## src/rtl/button_event_unit_if.sv

```systemverilog
// CPU-side read bus of the button event unit.
// Carries the read strobe, register select, read data and interrupt.
interface button_event_unit_if;
  logic        rd_en;
  logic        rd_sel;
  logic [15:0] rd_data;
  logic        irq;

  modport master (
    output rd_en,
    output rd_sel,
    input  rd_data,
    input  irq
  );

  modport slave (
    input  rd_en,
    input  rd_sel,
    output rd_data,
    output irq
  );
endinterface

```

## src/rtl/button_event_unit.sv

```systemverilog
// Push-button front end: 2-FF sync, per-bit debounce, sticky
// rising-edge events with clear-on-read, and an event interrupt.
module button_event_unit #(
    parameter int WIDTH   = 16,
    parameter int NUM_BTN = 5
) (
    input  logic               clk,
    input  logic               reset,
    input  logic               enable,
    input  logic [NUM_BTN-1:0] buttons,
    output logic [NUM_BTN-1:0] level,
    button_event_unit_if.slave bus
);

    logic [NUM_BTN-1:0] s1;
    logic [NUM_BTN-1:0] s2;
    logic [NUM_BTN-1:0] evt;
    logic [NUM_BTN-1:0] accept;
    logic [NUM_BTN-1:0] rise;
    logic [NUM_BTN-1:0] evt_next;
    logic               clr;
    logic [WIDTH-1:0]   cnt [NUM_BTN];

    // A new rising edge on the clearing read edge survives the clear.
    always_comb begin
        accept = '0;
        for (int i = 0; i < NUM_BTN; i++) begin
            accept[i] = enable && (s2[i] != level[i]) && (&cnt[i]);
        end
        rise     = accept & s2;
        clr      = bus.rd_en && bus.rd_sel;
        evt_next = (evt & ~{NUM_BTN{clr}}) | rise;
    end

    always_ff @(posedge clk) begin
        if (reset) begin
            s1          <= '0;
            s2          <= '0;
            level       <= '0;
            evt         <= '0;
            bus.irq     <= 1'b0;
            bus.rd_data <= '0;
            for (int i = 0; i < NUM_BTN; i++) begin
                cnt[i] <= '0;
            end
        end else begin
            s1 <= buttons;
            s2 <= s1;
            if (enable) begin
                for (int i = 0; i < NUM_BTN; i++) begin
                    if (s2[i] == level[i] || accept[i]) begin
                        cnt[i] <= '0;
                    end else begin
                        cnt[i] <= cnt[i] + 1'b1;
                    end
                end
            end
            level   <= level ^ accept;
            evt     <= evt_next;
            bus.irq <= |evt_next;
            if (bus.rd_en) begin
                if (bus.rd_sel) begin
                    bus.rd_data <= {{(16-NUM_BTN){1'b0}}, evt};
                end else begin
                    bus.rd_data <= {{(16-NUM_BTN){1'b0}}, level};
                end
            end
        end
    end

endmodule
```

## src/flat_wrapper.sv

```systemverilog
// flat-port wrapper written by rule: the top's interface ports become plain ports
module button_event_unit_flat 
#(
    parameter int WIDTH   = 16,
    parameter int NUM_BTN = 5
)
  (clk, reset, enable, buttons, level, bus_rd_en, bus_rd_sel, bus_rd_data, bus_irq);
  button_event_unit_if bus_i ();
  input  logic clk;
  input  logic reset;
  input  logic enable;
  input  logic [NUM_BTN-1:0] buttons;
  output logic [NUM_BTN-1:0] level;
  input wire logic [$bits(bus_i.rd_en)-1:0] bus_rd_en;
  input wire logic [$bits(bus_i.rd_sel)-1:0] bus_rd_sel;
  output wire logic [$bits(bus_i.rd_data)-1:0] bus_rd_data;
  output wire logic [$bits(bus_i.irq)-1:0] bus_irq;
  assign bus_i.rd_en = bus_rd_en;
  assign bus_i.rd_sel = bus_rd_sel;
  assign bus_rd_data = bus_i.rd_data;
  assign bus_irq = bus_i.irq;
  button_event_unit #(.WIDTH(WIDTH), .NUM_BTN(NUM_BTN)) u_core (.clk(clk), .reset(reset), .enable(enable), .buttons(buttons), .level(level), .bus(bus_i));
endmodule
```

## config.mk

```make
export PLATFORM = sky130hd
export DESIGN_NAME = button_event_unit_flat
export DESIGN_NICKNAME = d
export VERILOG_FILES = /design/src/rtl/button_event_unit_if.sv /design/src/rtl/button_event_unit.sv /design/src/flat_wrapper.sv
export SDC_FILE = /design/constraint.sdc
export NUM_CORES = 1
export LEC_CHECK = 0
export ABC_AREA = 1
export CORE_ASPECT_RATIO = 0.5
export CORE_MARGIN = 1.5
export CORE_UTILIZATION = 60
export CTS_CLUSTER_DIAMETER = 60
export DETAILED_ROUTE_END_ITERATION = 10
export PLACE_DENSITY = 0.84
export RECOVER_POWER = 50
export SYNTH_ARGS = -nofsm -noshare
export SYNTH_HDL_FRONTEND = slang
export SYNTH_SLANG_ARGS = --single-unit
```

## constraint.sdc

```tcl
create_clock -name clk -period 2.65 [get_ports clk]
set_input_delay 0.265 -clock clk [delete_from_list [all_inputs] [get_ports clk]]
set_output_delay 0.265 -clock clk [all_outputs]
set_load 0.02 [all_outputs]
```

==> impl_metrics.tcl <==
set metrics [dict create \
    status "complete, but fails checks" \
    violations "DRC" \
    pre_cts_ws_ps 591 \
    grt_pass1_vias 3965 \
    synth-seq-area-share 0.522 \
    ys_top_cells_by_area "edfxtp_1 (43%), dfxtp_1 (9.3%), nand2_1 (8.0%)" \
    std_cell_rows 24 \
    syn-mean-instance-area_sq_um 8.87 \
    tns_ps 0 \
    maxSlewHeadroom 0.188 \
    synthArstFlopShare 0 \
    wire_per_inst_microns 13.0 \
    ctsHoldBuffers 0 \
    finalCriticalPeriod_ps 2080 \
    dr_total_vias 4156 \
    worst_ep_required_time_ps 2750 \
    post-route-drc-count 1 \
    insertion_delay_ps 340 \
    hold-worst-slack_ps 402 \
    design.die.area_sq_um 9950 \
    ys.flop_type "edfxtp_1" \
    rsz0062_at_grt "false" \
    r2r.worst_path.cells 9 \
    synth.cell_area_sq_um 5600 \
    fin_cells 776 \
    grt_max_degree 49 \
    arrival_ps 2190 \
    synth-edff-count 80 \
    wl_mm 10.1 \
    cap_violations 0 \
    setup_viol 0 \
    min_to "u_core.s2[2]" \
    hold_viol_final 0 \
    via_per_inst 5.36 \
    cts_resized 0 \
    ir_worst_vdd_mv 0.327 \
    antenna_found_initial 0 \
    multiInputGateArea_sq_um 2240 \
    min_path_type "register to register" \
    antenna_cells 0 \
    yosys_warnings 0 \
    max_freq_mhz 480 \
    crit_type "register to register" \
    setup_slack_ps 566 \
    fillers 668 \
    cp-start-kind "register" \
    cts_tree "done" \
    leakage_nw 2.37 \
    ys_ff_latch 106 \
    cellPowerDensity_nw_per_um2 568 \
    worstReg2RegEnd "u_core.cnt[2][7]" \
    cts_setup_buffers 0 \
    post_dp_cell_area_sq_um 5860 \
    gp_congestion 0.790 \
    synth_cell_types 40 \
    syn_inst 631 \
    final_area_sq_um 6150 \
    yosysTopAreaCell "edfxtp_1" \
    port_buffers 20 \
    firstDrtPassIters 8 \
    core_sq_um 8890 \
    tightest_slew_ps 1220 \
    critPathMaxFanout 12 \
    register_area_sq_um 2920 \
    finClkSkew_ps 5.98 \
    place_hpwl_mm 6.69 \
    start_util 0.630 \
    area_growth_pct 9.92 \
    die_width_microns 140 \
    finalCritPeriodShare 0.786 \
    root_buffer "clkbuf_16" \
    die_y_microns 71.3 \
    drtIter0Drc 255 \
    r2r_start "u_core.cnt[2][0]" \
    hold_path_startpoint "u_core.s1[2]" \
    grt_pass1_wl_mm 17.6 \
    slew_violations 0 \
    finalNetCount 669 \
    ant_nets 0 \
    pin_count 32 \
    synth_top_area_frac 0.429 \
    layout-drive-gt1-share 0.0850 \
    min_path_cells 2 \
    rrSetupSlack_ps 570 \
    overflow 0 \
    critPathCaptureType "register" \
    htree_levels 3 \
    cts_num_sinks 106 \
    clk_pin_slew_ps 70 \
    dp.cells 760 \
    clock_path_buffers 2 \
    grt_usage 0.219 \
    cts_made_buffers 9 \
]
==> cells in the mapped netlist (2+ instances only) <==
cell type / n
nor2_1: 98
nor3_2: 3
ha_1: 5
a211oi_1: 2
buf_6: 4
o21a_1: 2
xor2_1: 20
nor2_4: 4
nand3_1: 23
nor4_1: 2
o211ai_1: 10
nand4_1: 13
edfxtp_1: 80
inv_1: 80
nand3_2: 3
or2_2: 2
nor3_1: 13
xnor2_1: 13
clkbuf_1: 4
nor3b_1: 6
and3_1: 2
inv_2: 4
nor2_2: 15
a31oi_1: 2
nand2_1: 120
buf_4: 12
nor3b_2: 3
nand4_2: 2
or2_0: 2
dfxtp_1: 26
o21ai_0: 9
nand2_2: 6
a21oi_1: 34
==> layout by cell type, fill, tap and decap left out, types with 3 or more instances in the layout <==
master and n:
edfxtp_1 80, dfxtp_1 26, nand3_2 3, nor2_4 4
nand4_1 13, nand2_2 7, nor2_2 14, clkbuf_1 5
inv_1 80, nor3_2 3, inv_2 4, nor2_1 99
nor3_1 13, nor3b_1 6, conb_1 11, a21oi_1 34
nand2_1 119, clkbuf_16 9, dlygate4sd3_1 7, xnor2_1 13
nor3b_2 3, o21ai_0 9, xor2_1 20, ha_1 5
nand3_1 23, o211ai_1 10, clkdlybuf4s50_1 13
==> sequential cells by signal, summed over array words and instances, names as in the netlist <==
| register | cells |
|---|---|
| u_core.cnt | 80 |
| u_core.s2 | 5 |
| u_core.s1 | 5 |
| u_core.bus.rd_data | 5 |
| u_core.evt | 5 |
| u_core.level | 5 |
| u_core.bus.irq | 1 |
==> logic make-up after synthesis <==
kind of cell	synth area share
AO/OA/AOI/OAI	0.0671
XOR/XNOR	0.0516
adder cells (fa/ha/maj)	0.0112
buffers and inverters	0.0840
flip-flops	0.522
other	0.000670
AND/OR/NAND/NOR	0.263
==> critical path, stage by stage, from the launching register on <==
cell and delay [ps]:
edfxtp_1 390, ha_1 180, nand2_1 70, nor2_1 240, nand2_1 130, nor2_1 220
nor2_2 100, inv_1 320, a21oi_1 80, o21a_1 120
==> where the power goes <==
part           switching, mW  internal (mW)  leakage [nW]
clock network          0.560          0.852         0.151
logic                  0.115         0.0558          1.12
registers             0.0617           1.85          1.10
==> worst max path at each step <==
stage	start	slack, ps	endpoint	cells past startpoint
2_1_floorplan	reset	680	u_core.cnt[0][0]	3
3_3_place_gp	enable	680	u_core.cnt[2][7]	8
3_5_place_dp	enable	590	u_core.cnt[2][7]	8
4_1_cts	u_core.cnt[2][0]	660	u_core.cnt[2][7]	9
5_1_grt	u_core.cnt[2][0]	400	u_core.cnt[2][7]	9
6_report	u_core.cnt[2][0]	570	u_core.cnt[2][7]	9
==> through the flow <==
step / total power, mW / utilization
6_report: 3.50 / 0.692
5_1_grt: 3.61 / 0.692
4_1_cts: 3.51 / 0.695
3_5_place_dp: 2.12 / 0.660
3_3_place_gp: 2.11 / 0.660
2_1_floorplan: 2.07 / -
==> layer usage <==
metal  GRT usage  share of wire  vias up
met1       0.276           0.46     1944
li1            -              -     2109
met2       0.390           0.49       92
met3      0.0515          0.039       11
met5           0              0        -
met4      0.0561          0.011        0
==> layout make-up <==
class,count,share of cell area
Clock inverter,3,0.0104
Clock buffer,13,0.0407
Multi-Input combinational cell,430,0.364
Timing Repair Buffer,23,0.0346
Inverter,84,0.0512
Tap cell,117,0.0238
Sequential cell,106,0.475
Note: power is estimated with default switching activity, not from simulation.
